==> config.mk <==
export PLATFORM = sky130hd
export DESIGN_NAME = keypad_scanner_flat
export DESIGN_NICKNAME = d
export VERILOG_FILES = /design/src/rtl/keypad_pkg.sv /design/src/rtl/keypad_scanner_if.sv /design/src/rtl/keypad_event_fifo.sv /design/src/rtl/keypad_scanner.sv /design/src/flat_wrapper.sv
export SDC_FILE = /design/constraint.sdc
export NUM_CORES = 1
export LEC_CHECK = 0
export CORE_ASPECT_RATIO = 1.1
export CORE_MARGIN = 2
export CORE_UTILIZATION = 55
export CTS_CLUSTER_DIAMETER = 50
export DETAILED_ROUTE_END_ITERATION = 12
export PLACE_DENSITY = 0.74
export SYNTH_ARGS = -nofsm -noshare
export SYNTH_HDL_FRONTEND = slang
export SYNTH_SLANG_ARGS = --single-unit
==> constraint.sdc <==
create_clock -name clk -period 3.2 [get_ports clk]
set_input_delay 0.96 -clock clk [delete_from_list [all_inputs] [get_ports clk]]
set_output_delay 0.96 -clock clk [all_outputs]
set_load 0.01 [all_outputs]
==> src/rtl/keypad_pkg.sv <==
// Shared types and constants for the keypad scanner and the calculator input decoder.
package keypad_pkg;

  typedef enum logic [1:0] {
    StScan     = 2'd0,
    StDebounce = 2'd1,
    StHeld     = 2'd2,
    StRelease  = 2'd3
  } scan_state_e;

  function automatic int unsigned key_width(int unsigned rows, int unsigned cols);
    return $clog2(rows * cols);
  endfunction

  // Calculator key indices on the 4x4 board layout (row*4+col).
  localparam int unsigned Key1      = 0;
  localparam int unsigned Key2      = 1;
  localparam int unsigned Key3      = 2;
  localparam int unsigned KeyAdd    = 3;
  localparam int unsigned Key4      = 4;
  localparam int unsigned Key5      = 5;
  localparam int unsigned Key6      = 6;
  localparam int unsigned KeySub    = 7;
  localparam int unsigned Key7      = 8;
  localparam int unsigned Key8      = 9;
  localparam int unsigned Key9      = 10;
  localparam int unsigned KeyMul    = 11;
  localparam int unsigned KeyClear  = 12;
  localparam int unsigned Key0      = 13;
  localparam int unsigned KeyEquals = 14;
  localparam int unsigned KeyDiv    = 15;

endpackage

==> src/rtl/keypad_scanner_if.sv <==
// Key-event stream and status from the keypad scanner to its consumer.
interface keypad_scanner_if #(
  parameter int unsigned KW = 4
);
  logic [KW-1:0] key_data;
  logic          key_valid;
  logic          key_ready;
  logic          key_down;
  logic          ghost;
  logic          overflow;

  modport master (output key_data, key_valid, key_down, ghost, overflow, input key_ready);
  modport slave  (input key_data, key_valid, key_down, ghost, overflow, output key_ready);
endinterface

==> src/rtl/keypad_event_fifo.sv <==
// Small synchronous key-event FIFO; flags a push that had to be dropped because it was full.
module keypad_event_fifo #(
  parameter int unsigned DEPTH = 4,
  parameter int unsigned WIDTH = 4
) (
  input  logic             clk,
  input  logic             rst,
  input  logic             push,
  input  logic [WIDTH-1:0] wdata,
  input  logic             pop,
  output logic [WIDTH-1:0] rdata,
  output logic             full,
  output logic             empty,
  output logic             drop
);
  localparam int unsigned PW = $clog2(DEPTH);
  localparam int unsigned NW = $clog2(DEPTH + 1);

  logic [WIDTH-1:0] mem_q [DEPTH];
  logic [PW-1:0]    wr_ptr_q, rd_ptr_q;
  logic [NW-1:0]    count_q;
  logic [WIDTH-1:0] last_q;
  logic             do_push, do_pop;

  assign full    = (count_q == NW'(DEPTH));
  assign empty   = (count_q == '0);
  assign do_pop  = pop && !empty;
  // A pop in the same cycle frees the slot, so a full FIFO still accepts the push.
  assign do_push = push && (!full || do_pop);
  assign drop    = push && full && !do_pop;
  assign rdata   = empty ? last_q : mem_q[rd_ptr_q];

  always_ff @(posedge clk or posedge rst) begin
    if (rst) begin
      for (int i = 0; i < int'(DEPTH); i++) mem_q[i] <= '0;
      wr_ptr_q <= '0;
      rd_ptr_q <= '0;
      count_q  <= '0;
      last_q   <= '0;
    end else begin
      if (do_push) begin
        mem_q[wr_ptr_q] <= wdata;
        wr_ptr_q        <= wr_ptr_q + 1'b1;
      end
      if (do_pop) begin
        rd_ptr_q <= rd_ptr_q + 1'b1;
        last_q   <= mem_q[rd_ptr_q];
      end
      case ({do_push, do_pop})
        2'b10:   count_q <= count_q + 1'b1;
        2'b01:   count_q <= count_q - 1'b1;
        default: ;
      endcase
    end
  end

endmodule

==> src/rtl/keypad_scanner.sv <==
// Matrix keypad scanner: row sweep, column sync/debounce, ghost rejection, auto-repeat, event FIFO.
module keypad_scanner
  import keypad_pkg::*;
#(
  parameter int unsigned ROWS        = 4,
  parameter int unsigned COLS        = 4,
  parameter int unsigned SCAN_DIV    = 250000,
  parameter int unsigned DEBOUNCE    = 30,
  parameter int unsigned REPEAT_DLY  = 0,
  parameter int unsigned REPEAT_RATE = 5000000,
  parameter int unsigned FIFO_DEPTH  = 4
) (
  input  logic              clk,
  input  logic              rst,
  input  logic [COLS-1:0]   col_in,
  output logic [ROWS-1:0]   row_out,
  keypad_scanner_if.master  key_if
);
  localparam int unsigned KW     = key_width(ROWS, COLS);
  localparam int unsigned RW     = $clog2(ROWS);
  localparam int unsigned CW     = $clog2(COLS);
  localparam int unsigned DivW   = $clog2(SCAN_DIV);
  localparam int unsigned CntW   = $clog2(DEBOUNCE + 1);
  localparam int unsigned RepMax = (REPEAT_DLY > REPEAT_RATE) ? REPEAT_DLY : REPEAT_RATE;
  localparam int unsigned RepW   = $clog2(RepMax + 1);
  localparam int unsigned RepDly = (REPEAT_DLY > 0) ? REPEAT_DLY - 1 : 0;
  localparam bit          RepEn  = (REPEAT_DLY != 0);

  logic [COLS-1:0] col_meta, col_s, pat_q;
  logic [DivW-1:0] div_q;
  logic            tick;
  scan_state_e     state_q;
  logic [ROWS-1:0] row_out_q;
  logic [RW-1:0]   row_idx_q;
  logic [CW-1:0]   col_idx_q, low_col;
  logic [CntW-1:0] cnt_q;
  logic [RepW-1:0] rep_q;
  logic            rep_first_q, key_down_q, ghost_q, overflow_q;
  logic            all_high, one_low, rep_fire, push, pop;
  logic [KW-1:0]   key_code, fifo_rdata;
  logic            fifo_full, fifo_empty, fifo_drop;

  always_ff @(posedge clk or posedge rst) begin
    if (rst) begin
      col_meta <= '1;
      col_s    <= '1;
    end else begin
      col_meta <= col_in;
      col_s    <= col_meta;
    end
  end

  // Free-running: a return to SCAN waits for the next natural tick.
  assign tick = (div_q == DivW'(SCAN_DIV - 1));

  always_ff @(posedge clk or posedge rst) begin
    if (rst) div_q <= '0;
    else     div_q <= tick ? '0 : div_q + 1'b1;
  end

  always_comb begin
    low_col = '0;
    for (int i = 0; i < int'(COLS); i++) begin
      if (!col_s[i]) low_col = CW'(i);
    end
  end

  assign all_high = &col_s;
  assign one_low  = ($countones(~col_s) == 1);
  assign key_code = KW'(row_idx_q) * KW'(COLS) + KW'(col_idx_q);
  assign rep_fire = RepEn && (state_q == StHeld) &&
                    (rep_q == (rep_first_q ? RepW'(RepDly) : RepW'(REPEAT_RATE - 1)));
  assign push     = ((state_q == StDebounce) && (col_s == pat_q) &&
                     (cnt_q == CntW'(DEBOUNCE - 1))) || rep_fire;
  assign pop      = !fifo_empty && key_if.key_ready;

  always_ff @(posedge clk or posedge rst) begin
    if (rst) begin
      state_q     <= StScan;
      row_out_q   <= {{(ROWS-1){1'b1}}, 1'b0};
      row_idx_q   <= '0;
      col_idx_q   <= '0;
      pat_q       <= '1;
      cnt_q       <= '0;
      rep_q       <= '0;
      rep_first_q <= 1'b1;
      key_down_q  <= 1'b0;
      ghost_q     <= 1'b0;
      overflow_q  <= 1'b0;
    end else begin
      ghost_q    <= 1'b0;
      overflow_q <= overflow_q | fifo_drop;
      case (state_q)
        StScan: begin
          if (tick) begin
            if (one_low) begin
              col_idx_q <= low_col;
              pat_q     <= col_s;
              cnt_q     <= '0;
              state_q   <= StDebounce;
            end else begin
              ghost_q   <= !all_high;
              row_out_q <= {row_out_q[ROWS-2:0], row_out_q[ROWS-1]};
              row_idx_q <= (row_idx_q == RW'(ROWS - 1)) ? '0 : row_idx_q + 1'b1;
            end
          end
        end
        StDebounce: begin
          if (col_s != pat_q) begin
            state_q <= StScan;
          end else if (cnt_q == CntW'(DEBOUNCE - 1)) begin
            state_q     <= StHeld;
            key_down_q  <= 1'b1;
            rep_q       <= '0;
            rep_first_q <= 1'b1;
          end else begin
            cnt_q <= cnt_q + 1'b1;
          end
        end
        StHeld: begin
          if (rep_fire) begin
            rep_q       <= '0;
            rep_first_q <= 1'b0;
          end else if (RepEn) begin
            rep_q <= rep_q + 1'b1;
          end
          if (all_high) begin
            cnt_q   <= '0;
            state_q <= StRelease;
          end
        end
        StRelease: begin
          if (!all_high) begin
            state_q <= StHeld;
          end else if (cnt_q == CntW'(DEBOUNCE - 1)) begin
            state_q    <= StScan;
            key_down_q <= 1'b0;
          end else begin
            cnt_q <= cnt_q + 1'b1;
          end
        end
        default: state_q <= StScan;
      endcase
    end
  end

  keypad_event_fifo #(
    .DEPTH (FIFO_DEPTH),
    .WIDTH (KW)
  ) u_fifo (
    .clk   (clk),
    .rst   (rst),
    .push  (push),
    .wdata (key_code),
    .pop   (pop),
    .rdata (fifo_rdata),
    .full  (fifo_full),
    .empty (fifo_empty),
    .drop  (fifo_drop)
  );

  drop_only_when_full: assert property (@(posedge clk) disable iff (rst) fifo_drop |-> fifo_full);

  assign row_out          = row_out_q;
  assign key_if.key_data  = fifo_rdata;
  assign key_if.key_valid = !fifo_empty;
  assign key_if.key_down  = key_down_q;
  assign key_if.ghost     = ghost_q;
  assign key_if.overflow  = overflow_q;

endmodule

==> src/flat_wrapper.sv <==
// flat-port wrapper written by rule: the top's interface ports become plain ports
module keypad_scanner_flat import keypad_pkg::*;
#(
  parameter int unsigned ROWS        = 4,
  parameter int unsigned COLS        = 4,
  parameter int unsigned SCAN_DIV    = 250000,
  parameter int unsigned DEBOUNCE    = 30,
  parameter int unsigned REPEAT_DLY  = 0,
  parameter int unsigned REPEAT_RATE = 5000000,
  parameter int unsigned FIFO_DEPTH  = 4
)
  (clk, rst, col_in, row_out, key_if_key_data, key_if_key_valid, key_if_key_down, key_if_ghost, key_if_overflow, key_if_key_ready);
  keypad_scanner_if #(.KW(4)) key_if_i ();
  input  logic clk;
  input  logic rst;
  input  logic [COLS-1:0] col_in;
  output logic [ROWS-1:0] row_out;
  output wire logic [$bits(key_if_i.key_data)-1:0] key_if_key_data;
  output wire logic [$bits(key_if_i.key_valid)-1:0] key_if_key_valid;
  output wire logic [$bits(key_if_i.key_down)-1:0] key_if_key_down;
  output wire logic [$bits(key_if_i.ghost)-1:0] key_if_ghost;
  output wire logic [$bits(key_if_i.overflow)-1:0] key_if_overflow;
  input wire logic [$bits(key_if_i.key_ready)-1:0] key_if_key_ready;
  assign key_if_key_data = key_if_i.key_data;
  assign key_if_key_valid = key_if_i.key_valid;
  assign key_if_key_down = key_if_i.key_down;
  assign key_if_ghost = key_if_i.ghost;
  assign key_if_overflow = key_if_i.overflow;
  assign key_if_i.key_ready = key_if_key_ready;
  keypad_scanner #(.ROWS(ROWS), .COLS(COLS), .SCAN_DIV(SCAN_DIV), .DEBOUNCE(DEBOUNCE), .REPEAT_DLY(REPEAT_DLY), .REPEAT_RATE(REPEAT_RATE), .FIFO_DEPTH(FIFO_DEPTH)) u_core (.clk(clk), .rst(rst), .col_in(col_in), .row_out(row_out), .key_if(key_if_i));
endmodule
==> results.sh, run 1 <==
export IMPL_fin_crit_ns=3.09
export IMPL_place_inst=395
export IMPL_top_usage_layer="met2"
export IMPL_num_rows=30
export IMPL_cts_buffer_depth=2
export IMPL_root_buffer="clkbuf_8"
export IMPL_tightest_slew_ns=0.697
export IMPL_crit_arrival_ns=2.13
export IMPL_ff_latch_area_um2=1900
export IMPL_finalSetupViolations=0
export IMPL_area_delta_synth_final_pct=14.7
export IMPL_rsz0062_at_grt="no"
export IMPL_clock_latency_ns=0.35
export IMPL_ys_seq_area_share_pct=53.9
export IMPL_p_per_area_nw_per_um2=493
export IMPL_dp_hpwl_um=4280
export IMPL_cts_sinks=75
export IMPL_synthFlopType="dfrtp_1"
export IMPL_synthTopCellsByArea="dfrtp_1 (43%), dfstp_2 (11%), mux2_2 (8.0%)"
export IMPL_num_fill_cells=495
export IMPL_cts_tree="yes"
export IMPL_use_met3_pct=5.26
export IMPL_start_util_pct=56.8
export IMPL_critPathCaptureType="output pin"
export IMPL_ys_async_sr_fraction_pct=100
export IMPL_min_path_type="register to register"
export IMPL_synthCells=293
export IMPL_grt_pass1_vias=2390
export IMPL_use_met2_pct=33.9
export IMPL_core_area_um2=6190
export IMPL_synth_edff_count=0
export IMPL_routed_wl_um=5990
export IMPL_max_freq_mhz=324
export IMPL_dieArea_um2=7050
export IMPL_ys_seq_elements=75
export IMPL_vias_per_cell=5.44
export IMPL_drv_slew=0
export IMPL_grt_usage_pct=19.6
export IMPL_cts_clk_slew_worst_paths_ns=0.08
export IMPL_die_h_um=87.9
export IMPL_drc=0
export IMPL_drt_iter0_drc=69
export IMPL_p_leak_nw=1.86
export IMPL_peakVddDrop_mv=0.311
export IMPL_use_met1_pct=23.1
export IMPL_yosysTopAreaCell="dfrtp_1"
export IMPL_ant_nets=0
export IMPL_antenna_found_initial=0
export IMPL_ioPinCount=19
export IMPL_slew_limit_headroom_pct=53.2
export IMPL_overflow=0
export IMPL_nNetsFinal=349
export IMPL_die_x_um=80.3
export IMPL_drv_cap=0
export IMPL_fin_crit_sh_pct=96.5
export IMPL_first_pass_iters=4
export IMPL_diodes=0
export IMPL_cp_required_ns=2.24
export IMPL_final_instance_count_excl_fill=411
export IMPL_layout_drive_gt1_share_pct=25.1
export IMPL_gp_congestion=0.817
export IMPL_whs_ns=0.357
export IMPL_finish_utilization_pct=65.1
export IMPL_critPathKind="register to output pin"
export IMPL_wl_per_cell_um=14.6
export IMPL_grt_pass1_wl_um=10500
export IMPL_cp_start_kind="register"
export IMPL_skew_ns=0.0116
export IMPL_synth_warnings=0
export IMPL_synth_area_um2=3520
export IMPL_hold_viol=0
export IMPL_htree_levels=3
export IMPL_multi_input_comb_area_um2=1530
export IMPL_synth_top_area_share_pct=42.7
export IMPL_syn_nets=316
export IMPL_cts_buffers=9
export IMPL_numPortBuffers=18
export IMPL_grt_start_max_net_pins=28
export IMPL_crit_fanout=5
export IMPL_vias=2235
export IMPL_status="finished clean"
export IMPL_synth_distinct_cells=42
export IMPL_syn_area_per_cell_um2=12.0
==> flip-flops by register name, indices dropped and copies added (netlist names) <==
name / count
u_core.u_fifo.count_q: 3
u_core.col_idx_q: 2
u_core.row_out: 4
u_core.key_if.ghost: 1
u_core.u_fifo.rd_ptr_q: 2
u_core.state_q: 2
u_core.u_fifo.wr_ptr_q: 2
u_core.u_fifo.mem_q: 16
u_core.div_q: 18
u_core.key_if.key_down: 1
u_core.pat_q: 4
u_core.col_s: 4
u_core.cnt_q: 5
u_core.row_idx_q: 2
u_core.col_meta: 4
u_core.u_fifo.last_q: 4
u_core.key_if.overflow: 1
==> cells in the final DEF, fill, tap and decap left out, types with 2 or more instances in the layout <==
cell / netlist / final
nand4_1: 5 / 5
fa_1: 2 / 2
xnor2_1: 14 / 14
mux2_2: 25 / 25
or4b_2: 2 / 2
nor2b_1: 2 / 2
and2_1: 2 / 2
clkbuf_8: 0 / 9
a31o_2: 2 / 2
inv_1: 15 / 14
ha_1: 14 / 14
o21ai_0: 6 / 6
nor3b_1: 2 / 2
and4_1: 3 / 3
dfrtp_1: 60 / 59
buf_4: 1 / 10
nand2_1: 33 / 33
and4b_1: 2 / 2
nor3_1: 8 / 8
nand3b_1: 2 / 2
o32ai_1: 2 / 2
a21oi_1: 6 / 6
clkdlybuf4s50_1: 0 / 18
o21ai_2: 5 / 5
nand3_1: 12 / 12
xor2_1: 11 / 11
mux2_1: 2 / 2
nor2_1: 20 / 20
clkinvlp_4: 0 / 3
mux4_2: 4 / 4
dfstp_2: 15 / 15
==> final cells by class <==
class	count	area share (%)
Clock buffer	10	3.16
Clock inverter	6	1.64
Inverter	15	1.40
Multi-Input combinational cell	197	38.0
Sequential cell	75	47.0
Tap cell	80	2.48
Timing Repair Buffer	28	6.33
==> cells in the mapped netlist (4+ instances only) <==
cell type,n
ha_1,14
mux2_2,25
dfstp_2,15
xnor2_1,14
nor2_1,20
o21ai_0,6
nand3_1,12
xor2_1,11
inv_1,15
dfrtp_1,60
nand4_1,5
nand2_1,33
mux4_2,4
a21oi_1,6
nor3_1,8
o21ai_2,5
==> repair_timing <==
action,CTS,global route
endpoints found under the setup margin,0,3
resized for setup,0,1
buffers inserted,0,0
hold endpoints to repair,0,0
hold buffers,0,0
==> worst paths after layout <==
| path | from | endpoint | slack [ns] | cells past startpoint |
|---|---|---|---|---|
| setup / recovery | u_core.u_fifo.rd_ptr_q[1]$_DFFE_PP0P_ | key_if_key_data[3] | 0.11 | 3 |
| hold / removal | u_core.col_meta[0]$_DFF_PP1_ | u_core.col_s[0]$_DFF_PP1_ | 0.36 | 0 |
| setup reg to reg | u_core.col_s[0]$_DFF_PP1_ | u_core.row_idx_q[1]$_DFFE_PP0P_ | 0.43 | 7 |
| hold reg to reg | u_core.col_meta[0]$_DFF_PP1_ | u_core.col_s[0]$_DFF_PP1_ | 0.36 | 0 |
| max in group asynchronous | rst | u_core.u_fifo.wr_ptr_q[1]$_DFFE_PP0P_ | 1.56 | 3 |
| min in group asynchronous | rst | u_core.u_fifo.mem_q[6]$_DFFE_PP0P_ | 0.92 | 2 |
==> logic make-up after synthesis <==
kind of cell / Yosys count / synth area share [%]
XOR/XNOR: 25 / 6.22
AND/OR/NAND/NOR: 99 / 14.8
buffers and inverters: 21 / 2.60
AO/OA/AOI/OAI: 25 / 4.87
adder cells (fa/ha/maj): 16 / 6.12
multiplexers: 32 / 11.5
flip-flops: 75 / 53.9
==> layer usage <==
metal,vias to the layer above,share of wire [%]
li1,1082,-
met3,10,3.6
met4,0,1.8
met5,-,0
met2,45,51
met1,1098,43
==> critical path, stage by stage, from the launching register on <==
cell and delay [ns]:
dfrtp_1 0.48, mux4_2 0.55, mux2_2 0.27, clkdlybuf4s50_1 0.47
==> power breakdown <==
part | switching (mW) | internal, mW
registers | 0.0540 | 0.993
logic | 0.107 | 0.123
clock network | 0.351 | 0.360
total | 0.512 | 1.48
==> stage by stage <==
step	worst slack, ns	TNS, ns	area [µm²]	power (mW)
final	0.112	0	4030	1.99
after global routing	0.00945	0	4030	2.09
after CTS	0.0110	0	4030	2.01
after detailed placement	-0.200	-0.210	3840	1.30
after global placement	-0.142	-0.142	3840	1.29
after floorplan	0.262	0	3520	1.22
Power figures use the tool's default switching activity.
==> inputs of run 2 (changes only) <==
--- a/config.mk
+++ b/config.mk
@@ -5,9 +5,11 @@
 export SDC_FILE = /design/constraint.sdc
 export NUM_CORES = 1
 export LEC_CHECK = 0
+export ABC_AREA = 1
 export CORE_ASPECT_RATIO = 1.1
 export CORE_MARGIN = 2
 export CORE_UTILIZATION = 55
+export CTS_BUF_LIST = sky130_fd_sc_hd__clkbuf_8
 export CTS_CLUSTER_DIAMETER = 50
 export DETAILED_ROUTE_END_ITERATION = 12
 export PLACE_DENSITY = 0.74
==> results.sh, run 2 <==
export IMPL_status="finished clean"
export IMPL_clock_latency_ns=0.36
export IMPL_ctsHoldBuffers=0
export IMPL_diodes=0
export IMPL_grt_pass1_vias=2915
export IMPL_final_instance_count_excl_fill=558
export IMPL_core_area_um2=6970
export IMPL_cp_start_kind="register"
export IMPL_p_sw_mw=0.644
export IMPL_place_inst=542
export IMPL_skew_ns=0.00816
export IMPL_post_cts_buffers=0
export IMPL_hold_viol=0
export IMPL_cp_required_ns=2.24
export IMPL_cts_clk_slew_worst_paths_ns=0.08
export IMPL_drc=0
export IMPL_critPathCaptureType="output pin"
export IMPL_crit_fanout=11
export IMPL_synth_warnings=0
export IMPL_layout_drive_gt1_share_pct=16.7
export IMPL_reg2reg_from="u_core.col_s[0]$_DFF_PP1_"
export IMPL_synth_top_area_share_pct=38.3
export IMPL_final_common_cell="nand2_1"
export IMPL_antenna_found_initial=0
export IMPL_synthCells=438
export IMPL_combPwrFrac_pct=18.6
export IMPL_cts_buffer_depth=2
export IMPL_crit_arrival_ns=2.09
export IMPL_p_per_area_nw_per_um2=510
export IMPL_area_delta_synth_final_pct=13.2
export IMPL_critPathKind="register to output pin"
export IMPL_synthFlopType="dfrtp_1"
export IMPL_hold_depth=0
export IMPL_regMostFlops="u_core.div_q"
export IMPL_tightest_slew_ns=0.609
export IMPL_rr_worst_depth=10
export IMPL_gp_congestion=0.891
export IMPL_endpoint="key_if_key_data[0]"
export IMPL_max_freq_mhz=328
export IMPL_wl_per_cell_um=12.8
export IMPL_cts_tree="yes"
export IMPL_synth_distinct_cells=37
export IMPL_drt_iter0_drc=132
export IMPL_yosysTopAreaCell="dfrtp_1"
export IMPL_largest_register_ffs=18
export IMPL_vias=2904
export IMPL_start_util_pct=56.3
export IMPL_ys_seq_area_share_pct=48.3
export IMPL_synthTopCellsByArea="dfrtp_1 (38%), nand2_1 (11%), dfstp_2 (10%)"
export IMPL_numPortBuffers=18
export IMPL_fin_crit_ns=3.05
export IMPL_p_sw_share_pct=28.4
export IMPL_grt_pass1_wl_um=13000
export IMPL_grt_usage_pct=20.8
export IMPL_ioPinCount=19
export IMPL_setup_ws_ns=0.152
export IMPL_syn_area_per_cell_um2=8.96
export IMPL_die_h_um=92.6
export IMPL_drv_slew=0
export IMPL_vias_per_cell=5.20
export IMPL_final_cell_area_um2=4440
export IMPL_num_rows=32
export IMPL_ys_seq_elements=75
export IMPL_dp_hpwl_um=5260
export IMPL_synth_edff_count=0
export IMPL_cts_buffers=9
export IMPL_first_pass_iters=5
export IMPL_routed_wl_um=7130
export IMPL_finalSetupTns_ns=0
export IMPL_cts_sinks=75
export IMPL_reg2reg_to="u_core.col_idx_q[1]$_DFFE_PP0P_"
export IMPL_overflow=0
export IMPL_htree_levels=3
export IMPL_p_leak_nw=2.11
export IMPL_die_x_um=84.5
export IMPL_dieArea_um2=7830
export IMPL_p_int_mw=1.62
export IMPL_final_cell_mix="nand2_1 (113), dfrtp_1 (60), inv_1 (52), nor2_1 (29), nand3_1 (22)"
export IMPL_peakVddDrop_mv=0.447
export IMPL_syn_nets=461
export IMPL_finalSetupViolations=0
export IMPL_post_dp_cell_area_um2=4230
export IMPL_rsz0062_at_grt="no"
export IMPL_fin_crit_sh_pct=95.2
export IMPL_pwr_share_seq_pct=47.3
export IMPL_startpoint="u_core.u_fifo.rd_ptr_q[0]$_DFFE_PP0P_"
export IMPL_whs_ns=0.357
export IMPL_slew_limit_headroom_pct=59.3
export IMPL_drv_cap=0
export IMPL_grt_start_max_net_pins=35
export IMPL_ant_nets=0
export IMPL_ys_async_sr_fraction_pct=100
export IMPL_synth_most_common_cell="nand2_1"
export IMPL_post_cts_resized=0
export IMPL_nNetsFinal=491
export IMPL_root_buffer="clkbuf_8"
export IMPL_min_path_type="register to register"
export IMPL_pre_cts_slack_ns=0.309
export IMPL_regToRegSetupSlack_ns=0.45
export IMPL_largestRegisters="u_core.div_q x18, u_core.u_fifo.mem_q x16, u_core.cnt_q x5"
export IMPL_synth_commonest_cells="nand2_1 (113), dfrtp_1 (60), inv_1 (53)"
export IMPL_clock_power_share_pct=34.0
export IMPL_synth_area_um2=3920
[run 2: cell count changes in the layout (fill, tap and decap cells not counted), moves of 6 or more]
cell,change
inv_2,+9
o21ai_0,+7
nor2_1,+9
inv_1,+38
o21ai_1,+21
nand2_1,+80
nor2_2,+6
xnor2_1,-13
nand3_4,+6
mux2_2,-25
nand3_1,+10
buf_4,-8
[run 2: logic make-up (layout without fill, tap and decap cells)]
kind of cell	count (synthesis)	in the layout	share of synthesized area, %
AOI/OAI and AO/OA	57	57	8.48
xor gates and xnor gates	15	15	3.35
and+or+nand+nor	211	211	28.1
DFF	75	75	48.3
buffers and inverters	64	99	6.31
adders and majority gates	16	16	5.48
[run 2: worst min-delay path by stage]
stage	from	to	slack, ns
2_1_floorplan	u_core.col_meta[0]$_DFF_PP1_	u_core.col_s[0]$_DFF_PP1_	0.35
3_3_place_gp	u_core.col_meta[2]$_DFF_PP1_	u_core.col_s[2]$_DFF_PP1_	0.35
3_5_place_dp	u_core.col_meta[0]$_DFF_PP1_	u_core.col_s[0]$_DFF_PP1_	0.35
4_1_cts	u_core.col_meta[0]$_DFF_PP1_	u_core.col_s[0]$_DFF_PP1_	0.36
5_1_grt	u_core.col_meta[3]$_DFF_PP1_	u_core.col_s[3]$_DFF_PP1_	0.36
6_report	u_core.col_meta[0]$_DFF_PP1_	u_core.col_s[0]$_DFF_PP1_	0.36
[run 2: layout make-up]
type / instances / area (µm²)
clock buffer: 12 / 165
clock inverter: 4 / 47.5
fill: 591 / 2520
inverter: 62 / 233
multi-input combinational: 299 / 1780
sequential: 75 / 1900
tap: 85 / 106
timing repair buffer: 21 / 215
[run 2: metal layers]
metal / global-route usage, % / up-vias / wire, µm
met5: 0 / - / 0
met4: 9.92 / 0 / 170
met3: 3.48 / 17 / 184
met2: 34.4 / 45 / 3630
met1: 26.6 / 1375 / 3140
li1: - / 1467 / -
[run 2: worst max-delay path: stages (launching register included)]
cell and delay (ns):
dfrtp_1 0.52, inv_2 0.19, nand2_1 0.07, a32o_1 0.23, o21ai_0 0.16, clkdlybuf4s50_1 0.56
[run 2: power by group through the flow]
stage / logic, mW / clock network (mW) / registers, mW
6_report: 0.422 / 0.771 / 1.07
5_1_grt: 0.478 / 0.825 / 1.08
4_1_cts: 0.425 / 0.788 / 1.07
3_5_place_dp: 0.419 / 0 / 1.09
3_3_place_gp: 0.404 / 0 / 1.08
2_1_floorplan: 0.287 / 0 / 1.06
[run 2: stage by stage]
step	total power [mW]	util (%)
after global routing	2.38	63.8
after floorplan	1.35	-
after CTS	2.28	63.8
after global placement	1.49	60.7
final	2.27	63.8
after detailed placement	1.51	60.7
==> variant 1, RTL diff (config.mk and constraints of run 2) <==
`FIFO_DEPTH` is set to 4 in 2 places; all go to 8.
--- a/src/rtl/keypad_scanner.sv
+++ b/src/rtl/keypad_scanner.sv
@@ -8,7 +8,7 @@
   parameter int unsigned DEBOUNCE    = 30,
   parameter int unsigned REPEAT_DLY  = 0,
   parameter int unsigned REPEAT_RATE = 5000000,
-  parameter int unsigned FIFO_DEPTH  = 4
+  parameter int unsigned FIFO_DEPTH  = 8
 ) (
   input  logic              clk,
   input  logic              rst,
--- a/src/flat_wrapper.sv
+++ b/src/flat_wrapper.sv
@@ -7,7 +7,7 @@
   parameter int unsigned DEBOUNCE    = 30,
   parameter int unsigned REPEAT_DLY  = 0,
   parameter int unsigned REPEAT_RATE = 5000000,
-  parameter int unsigned FIFO_DEPTH  = 4
+  parameter int unsigned FIFO_DEPTH  = 8
 )
   (clk, rst, col_in, row_out, key_if_key_data, key_if_key_valid, key_if_key_down, key_if_ghost, key_if_overflow, key_if_key_ready);
   keypad_scanner_if #(.KW(4)) key_if_i ();
Function: no difference found for any inputs over 10 cycles, from zero or initial values and one cycle with rst high; that may be too few to reach the edited logic, so the function may still have changed.
==> variant 1 against run 2 <==
Final area grew 18%. Sequential cell count grew 19. Synthesized area grew 19%. Wire length grew 25%. Worst setup slack lost 0.091 ns.
Power is not compared: it rests on default switching activity, and its combinational part moved more than twofold at a synthesized area within 25%.
==> variant 1: results (changes against run 2) <==
[clock_network]
clockRootBuffer=clkbuf_8  ; unchanged
numCtsBuffers=9  ; unchanged
clock_latency_ns=0.37
ctsLongestPathBuffers=2  ; unchanged
clk_pin_slew_ns=0.10  ; was 0.08 ns
cts_max_level=3  ; unchanged

[placement]
place_area_sq_mm=0.00501  ; was 0.00423 sq mm
dp_hpwl_microns=6220  ; was 5260 microns
finalWeightedCongestion=0.848  ; was 0.891
place_inst=670  ; was 542

[global_route]
grt_max_degree=95  ; was 35
grt.total_usage_pct=20.7  ; was 20.8%
grt_pass1_vias=3435  ; was 2915
grt_first_pass_wirelength_microns=15400  ; was 13000 microns

[cells_and_area]
fin_cells=691  ; was 558
drive_gt1_share_pct=14.3  ; was 16.7%
fin_nets=597  ; was 491
antennaDiodeCount=0  ; unchanged
reg.largest.list=u_core.u_fifo.mem_q: 32 flops, u_core.div_q: 18 flops, u_core.cnt_q: 5 flops  ; was u_core.div_q: 18 flops, u_core.u_fifo.mem_q: 16 flops, u_core.cnt_q: 5 flops
num-fill-cells=712  ; was 591

[sta]
fin_skew_ns=0.00865  ; was 0.00816 ns
holdWs_ns=0.360  ; was 0.357 ns
tightest_slew_ns=0.601  ; was 0.609 ns

[synth]
synthesis.nets=564  ; was 461
synthTopCellsByArea=dfrtp_1, nand2_1, dfstp_2, nor2_1, inv_1  ; was dfrtp_1, nand2_1, dfstp_2, inv_1, ha_1
synth_warnings=0  ; unchanged
ys_top_cells_by_count=nand2_1, dfrtp_1, nor2_1  ; was nand2_1, dfrtp_1, inv_1
synth_seq_area_share_pct=50.7  ; was 48.3%
avgSynthCellArea_sq_um=8.62  ; was 8.96 sq um

[routing]
wl_microns=8920  ; was 7130 microns
detail_route.iter0.violations=179  ; was 132
via_per_inst=5.21  ; was 5.20
drt_first_pass_iters=4  ; was 5

[hold_path]
hp-start=u_core.col_meta[1]  ; was u_core.col_meta[0]
holdPathEnd=u_core.col_s[1]  ; was u_core.col_s[0]
holdPathStages=0  ; unchanged

[critical_path]
crit_fanout=17  ; was 11
timing.rr.end=u_core.col_idx_q[0]  ; was u_core.col_idx_q[1]
r2r_start=u_core.col_s[0]  ; unchanged
reg2reg_slack_ns=0.32  ; was 0.45 ns

[outcome]
status=finished clean  ; unchanged

## variant 1: cells by family (layout without fill, tap and decap cells)
family          count (synthesis)  after routing  share of synthesized area [%]
compound gates                100            100                           12.0
mux                             4              4                          0.857
xor+xnor                       14             14                           2.62
fa+ha+maj                      15             15                           4.18
simple gates                  244            244                           23.7
buf+inv                        71            109                           5.92
flops                          94             94                           50.7
## variant 1: repair_timing
action,CTS,global route
cloned,1,1
setup endpoints to repair,4,4
pin swaps,0,1
resized for setup,4,7
hold buffers,0,0
setup buffers,0,3
hold endpoints to repair,0,0
## variant 1: cell type report
type | instances | area share [%]
timing repair buffer | 25 | 4.90
tap | 111 | 2.64
timing repair inverter | 2 | 0.286
multi-input combinational | 377 | 38.6
clock buffer | 9 | 2.36
clock inverter | 7 | 1.21
inverter | 66 | 4.86
sequential | 94 | 45.2
## variant 1: where the power goes
part / leakage [nW] / total (mW) / internal [mW] / switching [mW]
sequential: 1.22 / 1.35 / 1.26 / 0.0877
combinational: 1.19 / 0.855 / 0.373 / 0.482
clock: 0.0903 / 0.762 / 0.300 / 0.462
total: 2.50 / 2.97 / 1.94 / 1.03
## variant 1: how the worst max path moves through the flow
stage,cells after the start,endpoint,start,slack [ns]
global placement,12,u_core.u_fifo.count_q[2],key_if_key_ready,0.29
global route,6,key_if_key_data[1],u_core.u_fifo.rd_ptr_q[1],-0.07
detailed placement,12,u_core.u_fifo.count_q[2],key_if_key_ready,0.14
finish,6,key_if_key_data[1],u_core.u_fifo.rd_ptr_q[0],0.06
floorplan,11,u_core.u_fifo.count_q[2],key_if_key_ready,0.75
CTS,6,key_if_key_data[1],u_core.u_fifo.rd_ptr_q[0],0.02
## variant 1: stage by stage
stage	total power, mW	setup slack [ns]
after floorplan	1.88	0.752
after global placement	2.12	0.286
after detailed placement	2.16	0.140
after CTS	2.93	0.0199
after global routing	3.15	-0.0738
final	2.97	0.0615
## variant 1: critical path, stage by stage (launching register included)
cell and delay, ns:
dfrtp_2 0.47, buf_8 0.17, o21ai_0 0.09, o22ai_1 0.22, mux2i_1 0.16, a21oi_1 0.16, clkdlybuf4s50_1 0.55
## variant 1: per-layer routing
metal / up-vias / GRT usage, % / part of all wire (%)
li1: 1815 / - / -
met1: 1695 / 26.2 / 45
met2: 71 / 35.0 / 50
met3: 20 / 4.49 / 3.1
met4: 0 / 8.15 / 2.8
met5: - / 0 / 0
==> variant 2, RTL diff (flow settings as in run 2) <==
Without the edit above. Encoding of `scan_state_e`: now one-hot (4 bits for 4 states).
--- a/src/rtl/keypad_pkg.sv
+++ b/src/rtl/keypad_pkg.sv
@@ -1,11 +1,11 @@
 // Shared types and constants for the keypad scanner and the calculator input decoder.
 package keypad_pkg;
 
-  typedef enum logic [1:0] {
-    StScan     = 2'd0,
-    StDebounce = 2'd1,
-    StHeld     = 2'd2,
-    StRelease  = 2'd3
+  typedef enum logic [3:0] {
+    StScan     = 4'b0001,
+    StDebounce = 4'b0010,
+    StHeld     = 4'b0100,
+    StRelease  = 4'b1000
   } scan_state_e;
 
   function automatic int unsigned key_width(int unsigned rows, int unsigned cols);
Formal check against the unedited RTL: same outputs for any inputs over 10 cycles, from zero or initial values and one cycle with rst high; not proved beyond that.
==> variant 2 against run 2 <==
Wire length increased by 5.5%. Critical path depth unchanged. Count of clock-buffer cells in the layout is 1 lower. Largest cell class unchanged. Non-clock buffer count unchanged. Power shrank 3.1%. Synthesized area rose by 6.7%. Highest routed layer unchanged. Worst setup slack better by 0.026 ns. Final area grew 4.4%. Sequential cell count is 2 higher. Clock skew down 0.0017 ns.
==> variant 2: results (changes against run 2) <==
[clock_network]
clockRootBuffer=clkbuf_8  ; unchanged
clock_latency_ns=0.34  ; was 0.36 ns
ctsLongestPathBuffers=2  ; unchanged
post_cts_buffers=0  ; unchanged
cts_max_level=3  ; unchanged

[synth]
ys_top_cells_by_count=nand2_1, dfrtp_1, inv_1  ; unchanged
synthesis.nets=511  ; was 461
synthTopCellsByArea=dfrtp_1, nand2_1, dfstp_2, inv_1, ha_1  ; unchanged
synth_warnings=0  ; unchanged
synth_cell_type_count=34  ; was 37
synth_seq_area_share_pct=46.5  ; was 48.3%

[routing]
detail_route.iter0.violations=129  ; was 132
drt_first_pass_iters=4  ; was 5
via_per_inst=5.32  ; was 5.20
wl_per_cell_microns=12.4  ; was 12.8 microns

[global_route]
grt_max_degree=78  ; was 35
grt.total_usage_pct=20.3  ; was 20.8%
grt_first_pass_wirelength_microns=13400  ; was 13000 microns
antenna_found_initial=0  ; unchanged
grt_pass1_vias=3147  ; was 2915

[placement]
dp_hpwl_microns=5510  ; was 5260 microns
finalWeightedCongestion=0.843  ; was 0.891

[cells_and_area]
drive_gt1_share_pct=16.8  ; was 16.7%
num-fill-cells=628  ; was 591
fin_nets=536  ; was 491

[critical_path]
crit_fanout=10  ; was 11
rr_worst_depth=10  ; unchanged

[outcome]
status=finished clean  ; unchanged

[pwr]
p_leak_nw=2.26  ; was 2.11 nW
ir_worst_vdd_mv=0.213  ; was 0.447 mV

[sta]
fin_skew_ns=0.00648  ; was 0.00816 ns
tightest_slew_ns=0.557  ; was 0.609 ns

[hold_path]
holdPathStages=0  ; unchanged

variant 2: cell types whose count changed after synthesis, moves of 3 or more:
cell | run 2 | this run
nor2_1 | 29 | 40
nor3_1 | 8 | 5
nand3_1 | 22 | 30
nor2_4 | 2 | 6
o21ai_1 | 21 | 0
nand2_1 | 113 | 141
xor2_1 | 14 | 10
o21ai_2 | 6 | 10
inv_2 | 8 | 11
nand4_1 | 7 | 22
xnor2_1 | 1 | 5
variant 2: metrics by stage:
step                setup slack [ns]  cells  total power, mW  cell area, sq um  utilization (%)
global placement               0.354    589             1.52              4450             59.8
CTS                            0.103    605             2.22              4630             62.4
floorplan                      0.300    488             1.38              4190                -
global route                  0.0600    605             2.33              4640             62.4
finish                         0.178    605             2.20              4640             62.4
detailed placement             0.308    589             1.54              4450             59.8
variant 2: layout make-up:
type / instances / area [sq um] / area share [%]
flip-flops and latches: 77 / 1950 / 42.0
multi-input cells: 338 / 1930 / 41.6
inverters: 66 / 251 / 5.42
repair buffers: 21 / 215 / 4.64
clock buffers: 11 / 151 / 3.26
well taps: 87 / 109 / 2.35
clock inverters: 5 / 35.0 / 0.755
variant 2: per-layer routing:
layer	wire length, microns	vias up	share of wire (%)	global-route usage, %
li1	-	1611	-	-
met1	3340	1530	44	24.6
met2	3810	61	51	35.6
met3	227	16	3.0	4.33
met4	148	0	2.0	7.44
met5	0	-	0	0
variant 2: cell families (layout without fill, tap and decap cells):
group / after synthesis / count (layout) / share of synthesized area (%)
buf+inv: 73 / 103 / 7.41
compound gates: 42 / 42 / 6.69
fa+ha+maj: 16 / 16 / 5.14
flops: 77 / 77 / 46.5
simple gates: 265 / 265 / 31.1
xor+xnor: 15 / 15 / 3.14
variant 2: worst paths after layout:
kind	start	endpoint	slack, ns
max in group asynchronous	rst	u_core.pat_q[2]	1.84
min in group asynchronous	rst	u_core.u_fifo.mem_q[6]	1.03
setup reg to reg	u_core.col_s[0]	u_core.cnt_q[3]	0.50
hold reg to reg	u_core.col_meta[3]	u_core.col_s[3]	0.36
setup / recovery	u_core.u_fifo.rd_ptr_q[0]	key_if_key_data[2]	0.18
hold / removal	u_core.col_meta[3]	u_core.col_s[3]	0.36
variant 2: where the power goes:
part | internal [mW] | switching (mW)
sequential | 1.04 | 0.0561
clock | 0.324 | 0.350
combinational | 0.182 | 0.243
variant 2: worst register-to-register path: cells and delay by family, from the launching register on:
| kind | cells | cell delay (ns) |
|---|---|---|
| adder cells (fa/ha/maj) | 3 | 0.93 |
| buffers and inverters | 1 | 0.05 |
| flip-flops | 1 | 0.56 |
| AND/OR/NAND/NOR | 6 | 1.05 |
variant 2: repair_timing:
item / 4_1_cts / 5_1_grt
endpoints found under the setup margin: 0 / 4
gates resized for setup: 0 / 2
hold buffers: 0 / 0
